File: src/rtl/panel_pkg.sv
// Shared definitions for the front-panel switch logic: debounce FSM states
// and counter widths used by every switch channel.
package panel_pkg;

  localparam int DEB_CNT_W = 16;
  localparam int REP_CNT_W = 24;

  typedef enum logic [1:0] {
    LOW     = 2'd0,
    WAIT_HI = 2'd1,
    HIGH    = 2'd2,
    WAIT_LO = 2'd3
  } deb_state_t;

endpackage

File: src/rtl/switch_debounce_if.sv
// Switch bundle between the raw front-panel levels and the debouncer outputs.
// master: the side that drives the raw switch levels and consumes the results.
// slave:  the debouncer itself.
interface switch_debounce_if #(
  parameter int NUM_SW = 8
);

  logic [NUM_SW-1:0] sw_in;
  logic [NUM_SW-1:0] sw_state;
  logic [NUM_SW-1:0] press_out;
  logic [NUM_SW-1:0] rel_out;

  modport master (
    output sw_in,
    input  sw_state,
    input  press_out,
    input  rel_out
  );

  modport slave (
    input  sw_in,
    output sw_state,
    output press_out,
    output rel_out
  );

endinterface

File: src/rtl/switch_debounce_chan.sv
// One debounce channel: 2-flop synchronizer, debounce FSM with a saturating
// 16-bit stability counter, and registered level/press/release outputs.
// Optional feature macro: AUTO_REPEAT_EN adds a 24-bit hold counter that
// re-fires the press strobe while the switch stays held.
//
//   state   | meaning
//   --------+-----------------------------------------------------------
//   LOW     | accepted level 0, input agrees
//   WAIT_HI | accepted level 0, input has been 1 for cnt samples
//   HIGH    | accepted level 1, input agrees
//   WAIT_LO | accepted level 1, input has been 0 for cnt samples
module switch_debounce_chan
  import panel_pkg::*;
#(
  parameter int DEB_CYCLES    = 1000
`ifdef AUTO_REPEAT_EN
  ,
  parameter int REPEAT_DELAY  = 2000000,
  parameter int REPEAT_PERIOD = 500000
`endif
) (
  input  logic clk,
  input  logic reset,
  input  logic sw_in,
  output logic sw_state,
  output logic press,
  output logic rel
);

  localparam logic [DEB_CNT_W-1:0] DEB_LIM = DEB_CNT_W'(DEB_CYCLES);

  logic                 sync_a;
  logic                 sync_b;
  deb_state_t           state;
  logic [DEB_CNT_W-1:0] cnt;

`ifdef AUTO_REPEAT_EN
  localparam logic [REP_CNT_W-1:0] DELAY_LIM  = REP_CNT_W'(REPEAT_DELAY);
  localparam logic [REP_CNT_W-1:0] PERIOD_LIM = REP_CNT_W'(REPEAT_PERIOD);

  logic [REP_CNT_W-1:0] hold;
  logic                 rep_phase;
  logic [REP_CNT_W-1:0] hold_inc;
  logic [REP_CNT_W-1:0] hold_target;
  logic                 rel_now;

  // Hold counter restarts after every repeat; first interval is the delay,
  // later ones the period. A release acceptance takes priority over a repeat.
  assign hold_inc    = hold + 1'b1;
  assign hold_target = rep_phase ? PERIOD_LIM : DELAY_LIM;
  assign rel_now     = (state == WAIT_LO) && !sync_b && (cnt == DEB_LIM);
`endif

  // Synchronizer, debounce FSM and registered strobes.
  always_ff @(posedge clk or posedge reset) begin
    if (reset) begin
      sync_a    <= 1'b0;
      sync_b    <= 1'b0;
      state     <= LOW;
      cnt       <= '0;
      sw_state  <= 1'b0;
      press     <= 1'b0;
      rel       <= 1'b0;
`ifdef AUTO_REPEAT_EN
      hold      <= '0;
      rep_phase <= 1'b0;
`endif
    end else begin
      sync_a <= sw_in;
      sync_b <= sync_a;
      press  <= 1'b0;
      rel    <= 1'b0;

      case (state)
        LOW: begin
          if (sync_b) begin
            state <= WAIT_HI;
            cnt   <= DEB_CNT_W'(1);
          end
        end
        WAIT_HI: begin
          if (!sync_b) begin
            state <= LOW;
            cnt   <= '0;
          end else if (cnt == DEB_LIM) begin
            state    <= HIGH;
            cnt      <= '0;
            sw_state <= 1'b1;
            press    <= 1'b1;
`ifdef AUTO_REPEAT_EN
            hold      <= '0;
            rep_phase <= 1'b0;
`endif
          end else begin
            cnt <= cnt + 1'b1;
          end
        end
        HIGH: begin
          if (!sync_b) begin
            state <= WAIT_LO;
            cnt   <= DEB_CNT_W'(1);
          end
        end
        WAIT_LO: begin
          if (sync_b) begin
            state <= HIGH;
            cnt   <= '0;
          end else if (cnt == DEB_LIM) begin
            state    <= LOW;
            cnt      <= '0;
            sw_state <= 1'b0;
            rel      <= 1'b1;
          end else begin
            cnt <= cnt + 1'b1;
          end
        end
        default: begin
          state <= LOW;
          cnt   <= '0;
        end
      endcase

`ifdef AUTO_REPEAT_EN
      if ((state == HIGH) || ((state == WAIT_LO) && !rel_now)) begin
        if (hold_inc == hold_target) begin
          press     <= 1'b1;
          hold      <= '0;
          rep_phase <= 1'b1;
        end else begin
          hold <= hold_inc;
        end
      end
`endif
    end
  end

endmodule

File: src/rtl/switch_debounce.sv
// Multi-channel front-panel switch debouncer with press/release strobes.
// Each switch gets an independent switch_debounce_chan instance.
// Optional feature macro: AUTO_REPEAT_EN (auto-repeat press strobes while held).
module switch_debounce
  import panel_pkg::*;
#(
  parameter int NUM_SW        = 8,
  parameter int DEB_CYCLES    = 1000,
  parameter int REPEAT_DELAY  = 2000000,
  parameter int REPEAT_PERIOD = 500000
) (
  input logic              clk,
  input logic              reset,
  switch_debounce_if.slave bus
);

  logic [NUM_SW-1:0] state_vec;
  logic [NUM_SW-1:0] press_vec;
  logic [NUM_SW-1:0] rel_vec;

  // Reject out-of-range configurations at elaboration.
  if ((NUM_SW < 1) || (NUM_SW > 32) ||
      (DEB_CYCLES < 1) || (DEB_CYCLES > 65535) ||
      (REPEAT_DELAY < 1) || (REPEAT_DELAY >= (1 << REP_CNT_W)) ||
      (REPEAT_PERIOD < 1) || (REPEAT_PERIOD >= (1 << REP_CNT_W))) begin : g_bad_params
    $error("switch_debounce: parameter out of range");
  end

  // One independent debounce channel per switch.
  for (genvar i = 0; i < NUM_SW; i++) begin : g_chan
    switch_debounce_chan #(
      .DEB_CYCLES   (DEB_CYCLES)
`ifdef AUTO_REPEAT_EN
      ,
      .REPEAT_DELAY (REPEAT_DELAY),
      .REPEAT_PERIOD(REPEAT_PERIOD)
`endif
    ) u_chan (
      .clk     (clk),
      .reset   (reset),
      .sw_in   (bus.sw_in[i]),
      .sw_state(state_vec[i]),
      .press   (press_vec[i]),
      .rel     (rel_vec[i])
    );
  end

  assign bus.sw_state  = state_vec;
  assign bus.press_out = press_vec;
  assign bus.rel_out   = rel_vec;

endmodule

File: src/flat_wrapper.sv
// flat-port wrapper written by rule: the top's interface ports become plain ports
module switch_debounce_flat import panel_pkg::*;
#(
  parameter int NUM_SW        = 8,
  parameter int DEB_CYCLES    = 1000,
  parameter int REPEAT_DELAY  = 2000000,
  parameter int REPEAT_PERIOD = 500000
)
  (clk, reset, bus_sw_in, bus_sw_state, bus_press_out, bus_rel_out);
  switch_debounce_if #(.NUM_SW(NUM_SW)) bus_i ();
  input logic clk;
  input logic reset;
  input wire logic [$bits(bus_i.sw_in)-1:0] bus_sw_in;
  output wire logic [$bits(bus_i.sw_state)-1:0] bus_sw_state;
  output wire logic [$bits(bus_i.press_out)-1:0] bus_press_out;
  output wire logic [$bits(bus_i.rel_out)-1:0] bus_rel_out;
  assign bus_i.sw_in = bus_sw_in;
  assign bus_sw_state = bus_i.sw_state;
  assign bus_press_out = bus_i.press_out;
  assign bus_rel_out = bus_i.rel_out;
  switch_debounce #(.NUM_SW(NUM_SW), .DEB_CYCLES(DEB_CYCLES), .REPEAT_DELAY(REPEAT_DELAY), .REPEAT_PERIOD(REPEAT_PERIOD)) u_core (.clk(clk), .reset(reset), .bus(bus_i));
endmodule
File: config.mk
export PLATFORM = sky130hd
export DESIGN_NAME = switch_debounce_flat
export DESIGN_NICKNAME = d
export VERILOG_FILES = /design/src/rtl/panel_pkg.sv /design/src/rtl/switch_debounce_if.sv /design/src/rtl/switch_debounce_chan.sv /design/src/rtl/switch_debounce.sv /design/src/flat_wrapper.sv
export SDC_FILE = /design/constraint.sdc
export NUM_CORES = 1
export LEC_CHECK = 0
export ABC_AREA = 1
export CAP_MARGIN = 10
export CORE_MARGIN = 2
export CORE_UTILIZATION = 40
export DETAILED_ROUTE_END_ITERATION = 12
export GPL_ROUTABILITY_DRIVEN = 1
export PLACE_DENSITY = 0.57
export SLEW_MARGIN = 5
export SYNTH_ARGS = -nofsm -noshare
export SYNTH_HDL_FRONTEND = slang
export SYNTH_SLANG_ARGS = --single-unit
File: constraint.sdc
create_clock -name clk -period 15.6 [get_ports clk]
set_input_delay 1.56 -clock clk [delete_from_list [all_inputs] [get_ports clk]]
set_output_delay 1.56 -clock clk [all_outputs]
set_load 0.02 [all_outputs]
==> impl_metrics.json, run 1 <==
{
  "status": "complete, no violations",
  "grt_pass1_vias": 7653,
  "path_class": "in -> async",
  "cts_tree": "done",
  "ctsResizeCount": 0,
  "drive_gt1_frac": 0.102,
  "synth_edf_count": 0,
  "first_iter_violations": 465,
  "synth.distinct_cells": 39,
  "syn_to_final_growth_pct": 10.1,
  "rsz0062_at_grt": "false",
  "hold_viol": 0,
  "cts_root_buffer": "clkbuf_16",
  "grt_start_max_net_pins": 120,
  "placed_cell_area_sq_mm": 0.0107,
  "async_flop_share": 1.00,
  "antenna_found_initial": 0,
  "nFillCells": 2546,
  "route.detailed.drc": 0,
  "power_leakage_nw": 5.06,
  "finalSetupViolCount": 0,
  "viasPerCell": 4.74,
  "antenna_left": 0,
  "synth_ff_type": "dfrtp_1",
  "cp.arrival_ns": 3.54,
  "finalHoldWorstSlack_ns": 0.348,
  "synth_top_area_share": 0.450,
  "ys_warn_count": 0,
  "drv_cap": 0,
  "finalCritPeriodShare": 0.198,
  "grt_remaining_overflow": 0,
  "crit_path_start_kind": "input port",
  "synthTopCellsByCount": "347 x nand2_1, 184 x dfrtp_1, 159 x inv_1, 136 x nor2_1, 108 x nand3_1",
  "grt_pass1_wl_microns": 35300,
  "fin_ws_ns": 12.51,
  "cts_setup_buffers": 0,
  "clock-sinks": 184,
  "row_count": 58,
  "num_io_pins": 34,
  "routed_wl_microns": 19600,
  "max_slew_margin": 0.291,
  "seqCellArea_sq_mm": 0.00460,
  "syn-num-nets": 1343,
  "path_delay_family": "buffers and inverters",
  "finalMaxSlewViolations": 0,
  "cp_slowest_cell": "buf_4",
  "clk_pin_slew_ns": 0.07,
  "wl_per_cell_microns": 11.7,
  "clkLatencyLatePin_ns": 0.42,
  "hp-class": "reg -> reg",
  "clockBufferDepth": 2,
  "htreeDepth": 4,
  "ir_drop_mv": 0.0589,
  "critical_path_buf_inv_count": 3,
  "p_total_mw": 1.24,
  "synth_top_cells_by_area": "dfrtp_1 45%, nand2_1 13%, inv_1 5.8%",
  "powerDensity_mw_per_mm2": 110,
  "avgSynthCellArea_sq_um": 7.76,
  "tightest_slew_ns": 1.06,
  "syn_inst": 1317,
  "grt_use_total": 0.159,
  "dieArea_sq_mm": 0.0268,
  "yosysMostFrequentCell": "nand2_1",
  "multi_input_area_sq_mm": 0.00467,
  "period_needed_ns": 3.09,
  "numCtsBuffers": 17,
  "fin_nets": 1360,
  "first_pass_iters": 5,
  "synth_top_cell_by_area": "dfrtp_1",
  "netlist_area_sq_mm": 0.0102,
  "ys_seq_area_frac": 0.450,
  "fp.dieH_microns": 164,
  "io_buffers": 33,
  "final_area_sq_mm": 0.0112,
  "worst_ep_required_time_ns": 16.05,
  "postCtsHoldBufs": 0,
  "num_vias": 7944,
  "crit_fanout": 119,
  "fmax_ghz": 0.323,
  "synth-seq-cells": 184,
  "skew_ns": 0.0124,
  "end_kind": "asynchronous set/reset pin",
  "finalSetupTns_ns": 0,
  "crit_chain": "clkdlybuf4s50_1 > inv_8 > buf_4",
  "hpwl_microns": 13800,
  "num_antenna_cells": 0,
  "fp.dieW_microns": 164,
  "dp_slack_ns": 11.91,
  "core_sq_mm": 0.0251,
  "gp_congestion": 0.812,
  "initial_core_util": 0.407,
  "slowest_delay_ns": 0.79
}
-- layer usage --
layer	vias to the layer above	track usage	wire length, microns
li1	4198	-	-
met1	3656	0.215	9910
met2	69	0.262	9040
met3	21	0.0258	377
met4	0	0.0482	255
met5	-	0	0
-- logic make-up (layout without fill, tap and decap cells) --
family	after synthesis	in the layout	share of synthesized area
AND/OR/NAND/NOR	709	709	0.316
adder cells (fa/ha/maj)	16	16	0.0196
AO/OA/AOI/OAI	147	147	0.0820
XOR/XNOR	46	46	0.0394
buffers and inverters	215	245	0.0929
flip-flops	184	184	0.450
-- layout by cell type (no fill, tap or decap), types with 2 or more instances in the layout --
master,instances
nand2_1,347
dfrtp_1,184
inv_1,158
nor2_1,136
nand3_1,108
o21ai_0,54
xor2_1,38
clkdlybuf4s50_1,33
o22ai_1,28
nand4_1,27
a21oi_1,25
nand2_2,24
nor2_2,20
o21ai_1,20
clkbuf_16,17
inv_2,16
ha_1,16
nand3_2,13
nor2_4,9
nor3_1,9
xnor2_1,8
nand2_4,6
o21bai_1,6
or2_2,5
clkinv_1,4
o21ai_2,4
clkinv_4,4
clkinvlp_4,3
clkinv_2,3
clkbuf_8,3
a31o_2,2
nor3_2,2
a31oi_1,2
a21oi_2,2
o211ai_2,2
clkbuf_1,2
-- report_power, final --
group	switching [mW]	leakage [nW]	internal (mW)
clock network	0.183	0.262	0.217
registers	0.0420	2.49	0.516
logic	0.200	2.31	0.0805
total	0.425	5.06	0.813
-- state kept, by name, indices dropped and copies added, names as in the netlist, named ones only --
register	count
u_core.g_chan.u_chan.cnt	128
u_core.g_chan.u_chan.press	8
u_core.g_chan.u_chan.rel	8
u_core.g_chan.u_chan.state	8
u_core.g_chan.u_chan.sw_state	8
u_core.g_chan.u_chan.sync_a	8
u_core.g_chan.u_chan.sync_b	8
-- area by class of cell --
cell class | instances | area share
flip-flops and latches | 184 | 0.409
inverters | 179 | 0.0604
clock inverters | 10 | 0.00645
multi-input cells | 918 | 0.415
well taps | 330 | 0.0367
clock buffers | 22 | 0.0422
repair buffers | 34 | 0.0300
-- per-stage QoR --
step                      utilization  std cells
after floorplan                     -       1317
after global placement          0.426       1645
after detailed placement        0.426       1645
after CTS                       0.448       1677
after global routing            0.448       1677
final                           0.448       1677
-- worst paths after layout --
kind	from	endpoint	slack [ns]	depth (start not counted)
max reg2reg	u_core.g_chan[5].u_chan.cnt[0]$_DFFE_PP0P_	u_core.g_chan[5].u_chan.cnt[1]$_DFFE_PP0P_	13.71	9
min in group asynchronous	reset	u_core.g_chan[5].u_chan.cnt[0]$_DFFE_PP0P_	1.69	2
min reg2reg	u_core.g_chan[6].u_chan.sync_a$_DFF_PP0_	u_core.g_chan[6].u_chan.sync_b$_DFF_PP0_	0.35	0
max	reset	u_core.g_chan[2].u_chan.cnt[1]$_DFFE_PP0P_	12.51	3
min	u_core.g_chan[6].u_chan.sync_a$_DFF_PP0_	u_core.g_chan[6].u_chan.sync_b$_DFF_PP0_	0.35	0
max in group clk	u_core.g_chan[2].u_chan.sw_state$_DFFE_PP0P_	bus_sw_state[2]	12.65	1
No activity file was read; power rests on OpenSTA's default activity.
==> run 2: changes to the inputs <==
==> constraint.sdc (replaced) <==
create_clock -name clk -period 3 [get_ports clk]
set_input_delay 0.3 -clock clk [delete_from_list [all_inputs] [get_ports clk]]
set_output_delay 0.3 -clock clk [all_outputs]
set_load 0.02 [all_outputs]
==> run 2 against run 1 <==
  * Utilization is 0.23 points higher
  * Clock-buffer cell count down 4
  * Total power rose to 5.3 times the previous value
  * First-iteration DRC count fell by 26%
  * Register-to-register slack lost 13 ns
  * Sequential power grew to 5.2 times the previous value
  * Final cell count grew 0.18%
  * Sequential share of layout area down 0.21 points
  * Clock skew down 0.0023 ns
  * Worst setup slack worse by 11 ns
  * Critical path type is now reg -> reg
  * Critical endpoint is now u_core.g_chan[5].u_chan.cnt[1]$_DFFE_PP0P_
  * Largest power group unchanged
==> impl_metrics.json, run 2 (synthesis results as in run 1) <==
{
  "route.detailed.drc": 0,
  "finalMaxSlewViolations": 0,
  "powerDensity_mw_per_mm2": 578,
  "numCtsBuffers": 17,
  "cpMostUsedCell": "nand2_1",
  "routed_wl_microns": 19300,
  "max_slew_margin": 0.555,
  "ctsResizeCount": 0,
  "tightest_slew_ns": 0.668,
  "dieArea_sq_mm": 0.0268,
  "fmax_ghz": 0.543,
  "final_area_sq_mm": 0.0113,
  "finalCritPeriodShare": 0.614,
  "htreeDepth": 4,
  "whs_path_depth": 1,
  "reg2reg_to": "u_core.g_chan[5].u_chan.cnt[1]$_DFFE_PP0P_",
  "crit_fanout": 11,
  "r2r_start": "u_core.g_chan[5].u_chan.cnt[0]$_DFFE_PP0P_",
  "hpwl_microns": 13600,
  "path_delay_family": "simple AND/OR/NAND/NOR gates",
  "antenna_found_initial": 0,
  "row_count": 58,
  "critical_path_buf_inv_count": 2,
  "crit_path_start_kind": "flop",
  "grt_pass1_wl_microns": 34400,
  "clockBufferDepth": 2,
  "finalSetupViolCount": 0,
  "antenna_left": 0,
  "syn_to_final_growth_pct": 10.6,
  "clk_pin_slew_ns": 0.07,
  "status": "complete, no violations",
  "hp-class": "in -> reg",
  "fin_cells": 1680,
  "gp_congestion": 0.809,
  "grt_remaining_overflow": 0,
  "grt_pass1_vias": 7497,
  "fp.dieW_microns": 164,
  "period_needed_ns": 1.84,
  "rrSetupSlack_ns": 1.16,
  "grt_start_max_net_pins": 118,
  "rsz0062_at_grt": "false",
  "first_iter_violations": 345,
  "viasPerCell": 4.76,
  "fin_ws_ns": 1.16,
  "fp.dieH_microns": 164,
  "finalSetupTns_ns": 0,
  "reg2reg_depth": 9,
  "hold_end": "u_core.g_chan[2].u_chan.sync_a$_DFF_PP0_",
  "clkLatencyLatePin_ns": 0.43,
  "cp.arrival_ns": 2.15,
  "cts_root_buffer": "clkbuf_16",
  "first_pass_iters": 5,
  "final_cell_mix": "347 x nand2_1, 184 x dfrtp_1, 158 x inv_1",
  "initial_core_util": 0.407,
  "end_kind": "flop",
  "num_antenna_cells": 0,
  "crit_chain": "inv_1 > ha_1 > nand4_1 > nor2_2 > nand2_1 > nand2_1 > inv_1 > nand2_1 > o21ai_0",
  "hold_start": "bus_sw_in[2]",
  "slowest_delay_ns": 0.40,
  "largest_reg_flops": 128,
  "dp.cells": 1648,
  "wl_per_cell_microns": 11.5,
  "dp_slack_ns": 1.15,
  "path_class": "reg -> reg",
  "num_io_pins": 34,
  "ir_drop_mv": 0.286,
  "cp_slowest_cell": "dfrtp_1",
  "drv_cap": 0,
  "power_leakage_nw": 5.09,
  "io_buffers": 33,
  "regMostFlops": "u_core.g_chan.u_chan.cnt",
  "num_vias": 7998,
  "mostFrequentLayoutCell": "nand2_1",
  "fin_nets": 1363,
  "placed_cell_area_sq_mm": 0.0107,
  "drive_gt1_frac": 0.106,
  "skew_ns": 0.0101,
  "postCtsHoldBufs": 0,
  "cts_tree": "done",
  "cts_setup_buffers": 0,
  "clock-sinks": 184,
  "hold_viol": 0,
  "core_sq_mm": 0.0251,
  "worst_ep_required_time_ns": 3.31,
  "grt_use_total": 0.155
}
run 2: cell count changes in the layout (fill, tap and decap cells not counted):
cell and change:
clkbuf_1 -2, bufinv_16 +1, clkinv_2 -1, inv_6 +6, clkbuf_8 -2, buf_4 +2
clkinvlp_4 +1, clkinv_4 -3, buf_12 +1
run 2: worst max path at each step:
stage | start | end | slack, ns | cells after the start
2_1_floorplan | reset | asynchronous set/reset pin | 0.34 | 1
3_3_place_gp | u_core.g_chan[5].u_chan.cnt[0]$_DFFE_PP0P_ | u_core.g_chan[5].u_chan.cnt[1]$_DFFE_PP0P_ | 1.21 | 9
4_1_cts | u_core.g_chan[5].u_chan.cnt[0]$_DFFE_PP0P_ | u_core.g_chan[5].u_chan.cnt[10]$_DFFE_PP0P_ | 1.14 | 9
5_1_grt | u_core.g_chan[5].u_chan.cnt[0]$_DFFE_PP0P_ | u_core.g_chan[5].u_chan.cnt[1]$_DFFE_PP0P_ | 0.94 | 9
3_5_place_dp | u_core.g_chan[5].u_chan.cnt[0]$_DFFE_PP0P_ | u_core.g_chan[5].u_chan.cnt[1]$_DFFE_PP0P_ | 1.15 | 9
6_report | u_core.g_chan[5].u_chan.cnt[0]$_DFFE_PP0P_ | u_core.g_chan[5].u_chan.cnt[1]$_DFFE_PP0P_ | 1.16 | 9
run 2: worst reg2reg max path: stages, from the launching register on:
cell	delay, ns
dfrtp_1	0.40
inv_1	0.10
ha_1	0.15
nand4_1	0.12
nor2_2	0.11
nand2_1	0.09
nand2_1	0.34
inv_1	0.25
nand2_1	0.10
o21ai_0	0.08
run 2: layout make-up:
type / instances / area (sq um)
Inverter: 179 / 676
Clock buffer: 18 / 439
Timing Repair Buffer: 37 / 373
Tap cell: 330 / 413
Clock inverter: 14 / 135
Fill cell: 2516 / 13800
Sequential cell: 184 / 4600
Multi-Input combinational cell: 918 / 4670
run 2: metal layers:
layer | vias to the layer above | part of all wire | global-route usage
met2 | 66 | 0.45 | 0.251
met1 | 3704 | 0.51 | 0.212
li1 | 4214 | - | -
met5 | - | 0 | 0
met3 | 14 | 0.022 | 0.0288
met4 | 0 | 0.012 | 0.0427
run 2: report_power, final:
part / switching (mW) / internal (mW) / total [mW]
logic: 1.01 / 0.427 / 1.44
clock network: 1.02 / 1.19 / 2.20
registers: 0.214 / 2.68 / 2.89
total: 2.24 / 4.29 / 6.54
run 2: stage by stage:
| stage | power (mW) | hold WS [ns] | utilization |
|---|---|---|---|
| 2_1_floorplan | 4.09 | 0.331 | - |
| 3_3_place_gp | 4.41 | 0.332 | 0.427 |
| 3_5_place_dp | 4.42 | 0.335 | 0.427 |
| 4_1_cts | 6.67 | 0.287 | 0.450 |
| 5_1_grt | 7.01 | 0.282 | 0.450 |
| 6_report | 6.54 | 0.306 | 0.450 |
